`config.mk`:
```
export PLATFORM = sky130hd
export DESIGN_NAME = tea_operand_loader
export DESIGN_NICKNAME = d
export VERILOG_FILES = /design/src/rtl/tea_operand_loader.sv
export SDC_FILE = /design/constraint.sdc
export NUM_CORES = 1
export LEC_CHECK = 0
export CORE_ASPECT_RATIO = 1.1
export CORE_UTILIZATION = 49
export DETAILED_ROUTE_END_ITERATION = 10
export GPL_TIMING_DRIVEN = 0
export PLACE_DENSITY_LB_ADDON = 0.08
export SYNTH_ARGS = -nofsm -noshare
export SYNTH_HDL_FRONTEND = slang
export SYNTH_SLANG_ARGS = --single-unit
```
`constraint.sdc`:
```
create_clock -name clk -period 9.1 [get_ports clk]
set_input_delay 1.82 -clock clk [delete_from_list [all_inputs] [get_ports clk]]
set_output_delay 1.82 -clock clk [all_outputs]
set_load 0.05 [all_outputs]
```
`src/rtl/tea_operand_loader.sv`:
```
// Byte-wide operand entry for the TEA core: synchronised and debounced go key,
// 192-bit shift register, and a valid/ready hand-off of v0, v1, k0..k3.
module tea_operand_loader #(
  parameter int SYNC_STAGES     = 2,
  parameter int DEBOUNCE_CYCLES = 50000
) (
  input  logic        clk,
  input  logic        reset,
  input  logic        go_raw,
  input  logic [7:0]  data_in,
  input  logic        clear,
  input  logic        out_ready,
  output logic        out_valid,
  output logic [31:0] v0,
  output logic [31:0] v1,
  output logic [31:0] k0,
  output logic [31:0] k1,
  output logic [31:0] k2,
  output logic [31:0] k3,
  output logic [4:0]  byte_index,
  output logic [2:0]  field_sel,
  output logic [7:0]  last_byte
);

  localparam logic [0:0] ENTRY   = 1'b0;
  localparam logic [0:0] PRESENT = 1'b1;

  localparam int CW = (DEBOUNCE_CYCLES > 1) ? $clog2(DEBOUNCE_CYCLES) : 1;
  localparam logic [CW-1:0] CNT_LAST = CW'(DEBOUNCE_CYCLES - 1);

  logic [SYNC_STAGES-1:0] sync_q;
  logic                   go_sync;
  logic                   go_db;
  logic [CW-1:0]          db_cnt;
  logic                   db_toggle;
  logic                   accept;

  logic [0:0]   state;
  logic [191:0] sr;
  logic [4:0]   idx;
  logic [7:0]   last_q;

  always_ff @(posedge clk or posedge reset) begin
    if (reset) begin
      sync_q <= '0;
    end else begin
      sync_q <= {sync_q[SYNC_STAGES-2:0], go_raw};
    end
  end

  assign go_sync = sync_q[SYNC_STAGES-1];

  // The level only flips after DEBOUNCE_CYCLES consecutive disagreeing cycles.
  assign db_toggle = (go_sync != go_db) && (db_cnt == CNT_LAST);
  assign accept    = db_toggle && go_sync;

  always_ff @(posedge clk or posedge reset) begin
    if (reset) begin
      go_db  <= 1'b0;
      db_cnt <= '0;
    end else if (go_sync != go_db) begin
      if (db_cnt == CNT_LAST) begin
        go_db  <= ~go_db;
        db_cnt <= '0;
      end else begin
        db_cnt <= db_cnt + 1'b1;
      end
    end else begin
      db_cnt <= '0;
    end
  end

  // clear outranks both a capture and a handshake; it never touches data.
  always_ff @(posedge clk or posedge reset) begin
    if (reset) begin
      state  <= ENTRY;
      sr     <= '0;
      idx    <= '0;
      last_q <= '0;
    end else if (clear) begin
      state <= ENTRY;
      idx   <= '0;
    end else begin
      case (state)
        ENTRY: begin
          if (accept) begin
            sr     <= {sr[183:0], data_in};
            last_q <= data_in;
            idx    <= idx + 5'd1;
            if (idx == 5'd23) begin
              state <= PRESENT;
            end
          end
        end
        PRESENT: begin
          if (out_ready) begin
            state <= ENTRY;
            idx   <= '0;
          end
        end
        default: state <= ENTRY;
      endcase
    end
  end

  assign out_valid  = (state == PRESENT);
  assign v0         = sr[191:160];
  assign v1         = sr[159:128];
  assign k0         = sr[127:96];
  assign k1         = sr[95:64];
  assign k2         = sr[63:32];
  assign k3         = sr[31:0];
  assign byte_index = idx;
  assign field_sel  = idx[4:2];
  assign last_byte  = last_q;

endmodule

```
==> metrics.md <==
| Metric | Value |
|---|---|
| CTS Buf Count | `23` |
| RSZ-0062 raised after global routing | `no` |
| Sequential share of power | `just under 50%` |
| Avg Cell Area, Syn | `around 16 um2` |
| Most frequent cells in the layout | `220 x clkdlybuf4s50_1, 217 x dfrtp_1, 140 x mux2_1, 53 x mux2_2, 29 x buf_4` |
| Post-route DRC violation count | `0` |
| Max Transition Viols Final | `0` |
| First drt pass iteration count | `5` |
| Nets | `a little over 800` |
| Seq/Total Area, Yosys | `64.0%` |
| Clock latency on the worst-skew pair | `~0.50 ns` |
| Final Cycle Share | `~40%` |
| Critical path type | `register to primary output` |
| Initial antenna violation count | `0` |
| Num rows | `50` |
| IO Port Bufs | `220` |
| Area grow syn2layout | `38.9%` |
| Final Power | `1.96 mW` |
| Hold WC Path Type | `register to register` |
| Dpl cells | `roughly 1000` |
| Gate power share | `roughly 2.7%` |
| Layout cells sized above 1 | `16.1%` |
| Switching Power | `0.404 mW` |
| Global-route wire length before repair | `between 20000 and 30000 um` |
| Ant diodes | `0` |
| GPL Wtd Cong | `roughly 0.82` |
| Commonest non-fill, non-tap cell in the layout | `clkdlybuf4s50_1` |
| Post-CTS Setup Inserts | `0` |
| Iter 0 DRT Violations | `around 180` |
| Critical Path AT | `approximately 1.9 ns` |
| Slew HR | `55.6%` |
| CP Data Required Time | `around 7.3 ns` |
| Root Driver | `clkbuf_16` |
| Internal power | `approximately 1.6 mW` |
| Clock-pin slew on the worst setup and hold paths | `about 0.06 ns` |
| Synth Register Bits | `around 220` |
| Post-DP HPWL | `12900 um` |
| MaxCap Viol Count | `0` |
| Startpoint Class | `register` |
| Worst-Margin Slew | `roughly 0.67 ns` |
| Total of warnings raised by yosys | `0` |
| F_max | `roughly 0.27 GHz` |
| Wire per inst | `17.4 um` |
| Core area | `about 0.017 mm2` |
| Clock power share | `about 48%` |
| Clk buf depth | `3` |
| Final std cells w/o fill | `1041` |
| Maximum number of pins on one net before global-route repair | `125` |
| Clk_skew | `roughly 0.013 ns` |
| Gr usage total | `between 20% and 30%` |
| Synthesized instance count | `approximately 550` |
| Synth unique cells | `32` |
| Status | `finished clean` |
| Die area | `roughly 0.018 mm2` |
| Total global routing overflow | `0` |
| Switching Share | `20.6%` |
| Die W | `127 um` |
| Peak supply drop | `0.000163 V` |
| Initial Util | `50.0%` |
| Post-route ant nets | `0` |
| Cts hold-fix bufs | `0` |
| Synthesized area | `around 0.0085 mm2` |
| CP Capture Type | `primary output` |
| Final setup fails | `0` |
| Final min period | `between 3 and 4 ns` |
| Fin. Hold Viols | `0` |
| Vias in the first global route | `about 5600` |
| Die Ht | `approximately 140 um` |
| Vias per inst | `between 5 and 6` |
| CP Max Fanout | `7` |
| H-tree depth | `1` |
| CTS tree | `done` |
| Syn nets | `about 560` |
| # clock sinks | `approximately 220` |
| Via count | `approximately 5400` |
| Pwr/cell area | `around 170 mW/mm2` |
| Cts repair resizes | `0` |
| Io pins | `between 200 and 250` |
| Leakage | `between 5 and 6 nW` |
| Post-Route WL | `18100 um` |
power by group through the flow:
stage / clock [mW] / combinational (mW) / sequential (mW)
final: 0.934 / 0.0538 / 0.972
after global routing: 0.997 / 0.0600 / 0.972
after CTS: 0.955 / 0.0557 / 0.972
after detailed placement: 0 / 0.0554 / 0.989
after global placement: 0 / 0.0521 / 0.989
after floorplan: 0 / 0.0282 / 0.995
synthesized netlist by cell type:
library cell | count | area (um2)
clkbuf_1 | 3 | 11.3
nor2_1 | 18 | 67.6
nand4_1 | 3 | 18.8
buf_2 | 5 | 25.0
nor4b_2 | 2 | 30.0
nand3b_1 | 2 | 15.0
o21ai_0 | 2 | 10.0
o21ai_1 | 1 | 5.00
nand2b_1 | 3 | 18.8
nand3_1 | 9 | 45.0
nor3_1 | 3 | 15.0
o311ai_0 | 6 | 52.6
nand2_1 | 5 | 18.8
buf_4 | 29 | 218
xnor2_1 | 10 | 87.6
a21oi_1 | 6 | 30.0
nand4b_1 | 1 | 8.76
or4_1 | 5 | 37.5
or3_1 | 3 | 18.8
xor2_1 | 3 | 26.3
mux2_2 | 53 | 597
dfrtp_1 | 217 | 5430
a31oi_1 | 1 | 6.26
and3_1 | 1 | 6.26
ha_1 | 2 | 25.0
mux2_1 | 140 | 1580
nor4_1 | 3 | 18.8
or3b_2 | 1 | 8.76
inv_1 | 6 | 22.5
or4b_2 | 1 | 10.0
nor4_2 | 1 | 12.5
and4b_1 | 1 | 10.0
layer usage:
| metal | share of wire (%) | GRT usage, % | up-vias |
|---|---|---|---|
| li1 | - | - | 2426 |
| met1 | 39 | 25.3 | 2694 |
| met2 | 50 | 35.3 | 217 |
| met3 | 8.6 | 5.92 | 35 |
| met4 | 2.3 | 6.52 | 0 |
| met5 | 0 | 0 | - |
flip-flops by register name, summed over array words and instances (netlist names):
| signal | cells |
|---|---|
| sync_q | 2 |
| sr | 192 |
| byte_index | 5 |
| go_db | 1 |
| out_valid | 1 |
| db_cnt | 16 |
critical path: stages (launching register included):
cell,delay [ns]
dfrtp_1,0.46
buf_4,0.15
clkdlybuf4s50_1,0.79
area by class of cell:
type                            count  area (um2)
Sequential cell                   217        5430
Fill cell                        1233        5170
Multi-Input combinational cell    286        2780
Timing Repair Buffer              221        2230
Clock buffer                       33         673
Tap cell                          234         293
Buffer                             37         254
Clock inverter                      7        95.1
Inverter                            6        30.0
worst paths after layout:
| kind | slack, ns | depth (start not counted) | endpoint | from |
|---|---|---|---|---|
| worst max-delay path | 5.39 | 2 | field_sel[0] | byte_index[2] |
| min in group asynchronous | 1.83 | 2 | db_cnt[3] | reset |
| worst min-delay path | 0.35 | 0 | sync_q[1] | sync_q[0] |
| max in group asynchronous | 6.27 | 3 | sr[91] | reset |
| worst min register to register | 0.35 | 0 | sync_q[1] | sync_q[0] |
| worst max register to register | 6.69 | 6 | sr[190] | db_cnt[12] |
cell families after synthesis:
kind of cell	synth area share (%)
compound gates	1.22
xor+xnor	1.34
fa+ha+maj	0.295
buf+inv	3.26
flops	64.0
mux	25.6
simple gates	4.25
per-stage QoR:
step | TNS, ns | util, % | instance area [um2] | worst slack, ns | hold WS, ns
after CTS | 0 | 69.5 | 11800 | 5.38 | 0.357
after global routing | 0 | 69.5 | 11800 | 5.35 | 0.362
after floorplan | 0 | - | 8480 | 1.34 | 0.331
after global placement | -238.08 | 64.8 | 11000 | -1.11 | 0.333
after detailed placement | 0 | 65.0 | 11000 | 5.53 | 0.345
final | 0 | 69.5 | 11800 | 5.39 | 0.353
Power figures use the tool's default switching activity.
